### src/rtl/seq_mult_param_if.sv
// Start/busy/done handshake bundle for the sequential multiplier.
// The requester drives the operands; the multiplier returns the product.
interface seq_mult_param_if #(
    parameter int WIDTH = 4
);
    logic                 start;
    logic                 signed_mode;
    logic [WIDTH-1:0]     A;
    logic [WIDTH-1:0]     B;
    logic [2*WIDTH-1:0]   product;
    logic                 busy;
    logic                 done;

    modport master (
        output start, signed_mode, A, B,
        input  product, busy, done
    );

    modport slave (
        input  start, signed_mode, A, B,
        output product, busy, done
    );
endinterface

### src/rtl/seq_mult_param.sv
// Parametrised shift-add multiplier: one add-and-shift per clock,
// sign handled by multiplying magnitudes and negating the result once.
module seq_mult_param #(
    parameter int WIDTH = 4
) (
    input  logic             clk,
    input  logic             reset,
    seq_mult_param_if.slave  bus
);
    localparam int CW = (WIDTH > 2) ? $clog2(WIDTH) : 1;
    localparam logic [CW-1:0] LAST = CW'(WIDTH - 1);

    typedef enum logic [1:0] {
        IDLE,
        RUN,
        FIX
    } state_t;

    state_t               state;
    state_t               state_n;
    logic [CW-1:0]        count;
    logic [2*WIDTH:0]     acc;
    logic [WIDTH-1:0]     mag_b;
    logic                 neg;
    logic [WIDTH-1:0]     mag_a_in;
    logic [WIDTH-1:0]     mag_b_in;
    logic [WIDTH:0]       hi;
    logic [2*WIDTH-1:0]   product;
    logic                 done;

    // The most negative value maps to 2^(WIDTH-1), still fits unsigned.
    assign mag_a_in = (bus.signed_mode && bus.A[WIDTH-1]) ? -bus.A : bus.A;
    assign mag_b_in = (bus.signed_mode && bus.B[WIDTH-1]) ? -bus.B : bus.B;

    assign hi = acc[2*WIDTH:WIDTH] + (acc[0] ? {1'b0, mag_b} : '0);

    assign bus.product = product;
    assign bus.done    = done;
    assign bus.busy    = (state != IDLE);

    always_ff @(posedge clk) begin
        if (reset) begin
            state <= IDLE;
        end else begin
            state <= state_n;
        end
    end

    always_comb begin
        state_n = state;
        unique case (state)
            IDLE:    if (bus.start) state_n = RUN;
            RUN:     if (count == LAST) state_n = FIX;
            FIX:     state_n = IDLE;
            default: state_n = IDLE;
        endcase
    end

    always_ff @(posedge clk) begin
        if (reset) begin
            count   <= '0;
            acc     <= '0;
            mag_b   <= '0;
            neg     <= 1'b0;
            product <= '0;
            done    <= 1'b0;
        end else begin
            done <= 1'b0;
            unique case (state)
                IDLE: begin
                    if (bus.start) begin
                        neg   <= bus.signed_mode & (bus.A[WIDTH-1] ^ bus.B[WIDTH-1]);
                        mag_b <= mag_b_in;
                        acc   <= {{(WIDTH+1){1'b0}}, mag_a_in};
                        count <= '0;
                    end
                end
                RUN: begin
                    acc   <= {1'b0, hi, acc[WIDTH-1:1]};
                    count <= count + CW'(1);
                end
                FIX: begin
                    product <= neg ? -acc[2*WIDTH-1:0] : acc[2*WIDTH-1:0];
                    done    <= 1'b1;
                end
                default: ;
            endcase
        end
    end
endmodule

### src/flat_wrapper.sv
// flat-port wrapper written by rule: the top's interface ports become plain ports
module seq_mult_param_flat 
#(
    parameter int WIDTH = 4
)
  (clk, reset, bus_start, bus_signed_mode, bus_A, bus_B, bus_product, bus_busy, bus_done);
  seq_mult_param_if #(.WIDTH(WIDTH)) bus_i ();
  input  logic clk;
  input  logic reset;
  input wire logic [$bits(bus_i.start)-1:0] bus_start;
  input wire logic [$bits(bus_i.signed_mode)-1:0] bus_signed_mode;
  input wire logic [$bits(bus_i.A)-1:0] bus_A;
  input wire logic [$bits(bus_i.B)-1:0] bus_B;
  output wire logic [$bits(bus_i.product)-1:0] bus_product;
  output wire logic [$bits(bus_i.busy)-1:0] bus_busy;
  output wire logic [$bits(bus_i.done)-1:0] bus_done;
  assign bus_i.start = bus_start;
  assign bus_i.signed_mode = bus_signed_mode;
  assign bus_i.A = bus_A;
  assign bus_i.B = bus_B;
  assign bus_product = bus_i.product;
  assign bus_busy = bus_i.busy;
  assign bus_done = bus_i.done;
  seq_mult_param #(.WIDTH(WIDTH)) u_core (.clk(clk), .reset(reset), .bus(bus_i));
endmodule
### config.mk
export PLATFORM = sky130hd
export DESIGN_NAME = seq_mult_param_flat
export DESIGN_NICKNAME = d
export VERILOG_FILES = /design/src/rtl/seq_mult_param_if.sv /design/src/rtl/seq_mult_param.sv /design/src/flat_wrapper.sv
export SDC_FILE = /design/constraint.sdc
export NUM_CORES = 1
export LEC_CHECK = 0
export ABC_AREA = 0
export CORE_MARGIN = 2
export CORE_UTILIZATION = 57
export DETAILED_ROUTE_END_ITERATION = 16
export HOLD_SLACK_MARGIN = 0.15
export PLACE_DENSITY = 0.84
export SYNTH_ARGS = -nofsm -noshare
export SYNTH_HDL_FRONTEND = slang
export SYNTH_SLANG_ARGS = --single-unit
### constraint.sdc
create_clock -name clk -period 2.6 [get_ports clk]
set_input_delay 0.52 -clock clk [delete_from_list [all_inputs] [get_ports clk]]
set_output_delay 0.52 -clock clk [all_outputs]
set_load 0.05 [all_outputs]
==> results.yml <==
sta:
  fin_skew_ns: 0.00801
  worstMarginPinSlew_ns: 0.777
  fin_crit_sh_pct: 93.2
  hold_viol: 0
  rsz0062_at_grt: "no"
  slew_viol_final: 0
  setup_viol: 0
  tns_ns: 0
  min_period_ns: 2.42
  fmax_ghz: 0.413
  relSlewSlack_pct: 48.1
die:
  core_area_um2: 2500
  dieHeight_um: 55.6
  design.die.area_um2: 3090
  row_count: 18
  dieWidth_um: 55.6
  initial_core_util_pct: 60.7
  ioPinCount: 22
worst_setup_path:
  worstSetupEndpointType: "output pin"
  criticalPathCategory: "flop to output pin"
  required_ns: 2.08
  critPathLaunchType: "flop"
  critPathMaxFanout: 13
  worstPathArrival_ns: 1.90
  rr_worst_depth: 7
global_route:
  grt_pass1_vias: 1321
  grt_start_max_net_pins: 27
  grt_usage_pct: 23.7
  grt_pass1_wl_um: 5890
  antenna_found_initial: 0
  grt-ovfl-total: 0
cells_and_area:
  finalNetCount: 220
  syn2layout_area_growth_pct: 17.1
  mostFrequentLayoutCell: "dfxtp_1"
  drive_gt1_share_pct: 5.56
  multi_input_comb_area_um2: 897
  fin_util_pct: 71.1
  n_antenna_cell: 0
  seq_area_um2: 520
  fillers: 197
  layout_common_cells: "dfxtp_1 (26), clkdlybuf4s50_1 (21), a21oi_1 (14), nand2_1 (13), nand3_1 (12)"
worst_hold_path:
  hold_depth: 2
  hp-class: "flop to flop"
clocking:
  path_clk_slew_ns: 0.15
  worstSkewPairLatency_ns: 0.34
  htreeDepth: 1
  cts_inserted_buffers: 3
  cts_resized: 0
  ctsLongestPathBuffers: 2
  cts_hold_buf: 0
  cts_tree: "done"
  cts_root_buf: "clkbuf_4"
  cts_setup_buffers: 0
  cts_sinks: 26
route:
  drc_errors: 0
  vias_per_cell: 6.20
  dr.first_iter.drc_count: 34
  num_vias: 1414
  ant_nets: 0
  avgRoutedWirePerCell_um: 15.4
  routed_wl_um: 3510
  drt-pass1-iter-count: 4
yosys:
  syn-cell-area_um2: 1520
  synth_seq_cells: 26
  netlist_instances: 182
  synth.avg_cell_area_um2: 8.34
  yosysWarnings: 0
  synth_fp_nets: 203
  yosysSeqAreaShare_pct: 34.3
  synthDistinctLibCells: 46
flow_run:
  drv_cap: 0
power:
  power_density_nw_per_um2: 481
  ir_drop_v: 0.000485
  p_leak_nw: 0.664
place:
  post-dp-hpwl_um: 2560
  io_buffers: 21
  gp_congestion: 0.866
outcome:
  outcome: "completed"
==> cells by family after synthesis <==
family | after synthesis | synth area share [%]
xor gates and xnor gates | 4 | 2.31
buffers and inverters | 23 | 6.59
muxes | 2 | 1.32
AOI/OAI and AO/OA | 46 | 20.0
DFF | 26 | 34.3
and+or+nand+nor | 72 | 27.6
adders and majority gates | 9 | 7.91
==> per-layer routing <==
metal / share of wire (%) / vias up / GRT usage, %
met2: 49 / 37 / 40.6
li1: - / 691 / -
met3: 3.3 / 13 / 3.02
met4: 3.3 / 0 / 12.5
met5: 0 / - / 0
met1: 44 / 673 / 28.8
==> state kept, by name (all words and copies together) (netlist names) <==
name,flops
u_core.neg,1
u_core.acc,8
u_core.state,2
u_core.count,2
u_core.mag_b,4
u_core.bus.done,1
u_core.bus.product,8
==> area by class of cell <==
class,count,area share (%)
multi-input cells,133,50.5
flip-flops and latches,26,29.3
repair buffers,23,12.7
inverters,12,2.53
well taps,30,2.11
clock inverters,1,1.69
clock buffers,3,1.27
==> critical path: stages (launching register included) <==
cell,delay (ns)
dfxtp_1,0.66
nor2_4,0.05
inv_2,0.06
clkdlybuf4s50_1,0.79
==> cell usage after synthesis (all sizes together) <==
cell	number	area (um2)
clkbuf	4	15.0
nor4bb	2	20.0
o21a	1	7.51
inv	12	45.0
and4b	1	10.0
xor2	3	26.3
or4b	1	10.0
nor2	9	41.3
a22oi	6	45.0
or3b	1	8.76
a2111o	3	33.8
and3	2	12.5
dfxtp	26	521
or3	2	12.5
nand3b	1	7.51
nand4	3	18.8
nor3	3	15.0
nand2	13	48.8
o21bai	1	7.51
buf	7	40.0
o211ai	1	7.51
o2111ai	1	8.76
a211oi	3	22.5
nand3	12	60.1
nor3b	2	20.0
and2	4	25.0
or4	1	7.51
o31ai	3	22.5
nand2b	6	37.5
ha	8	100
a311oi	2	17.5
o21ai	8	40.0
a31oi	2	12.5
nor4	1	12.5
fa	1	20.0
and2b	1	7.51
a21boi	1	7.51
mux2i	2	20.0
xnor2	1	8.76
a21oi	14	70.1
nor2b	7	43.8
==> per-stage QoR <==
stage	power (W)	hold slack (ns)	instances	worst slack, ns	area (um2)
after detailed placement	0.000574	0.452	224	0.540	1730
after CTS	0.000858	0.473	228	0.192	1780
after global routing	0.000889	0.502	228	0.113	1780
after global placement	0.000568	0.447	224	0.604	1730
after floorplan	0.000527	0.432	182	0.944	1520
final	0.000855	0.467	228	0.176	1780
==> final timing paths <==
kind | startpoint | to | slack, ns
worst min register to register | u_core.mag_b[0]$_SDFFE_PP0P_ | u_core.mag_b[0]$_SDFFE_PP0P_ | 0.47
worst max-delay path | u_core.state[0]$_SDFFE_PP0P_ | bus_busy | 0.18
worst max register to register | u_core.acc[0]$_SDFFE_PP0P_ | u_core.acc[7]$_SDFFE_PP0P_ | 0.71
worst min-delay path | u_core.mag_b[0]$_SDFFE_PP0P_ | u_core.mag_b[0]$_SDFFE_PP0P_ | 0.47
==> where the power goes <==
group	switching, W	internal, W	total [W]
Combinational	0.0000724	0.0000585	0.000131
Sequential	0.0000237	0.000413	0.000437
Clock	0.000131	0.000156	0.000287
No activity file was read; power rests on OpenSTA's default activity.
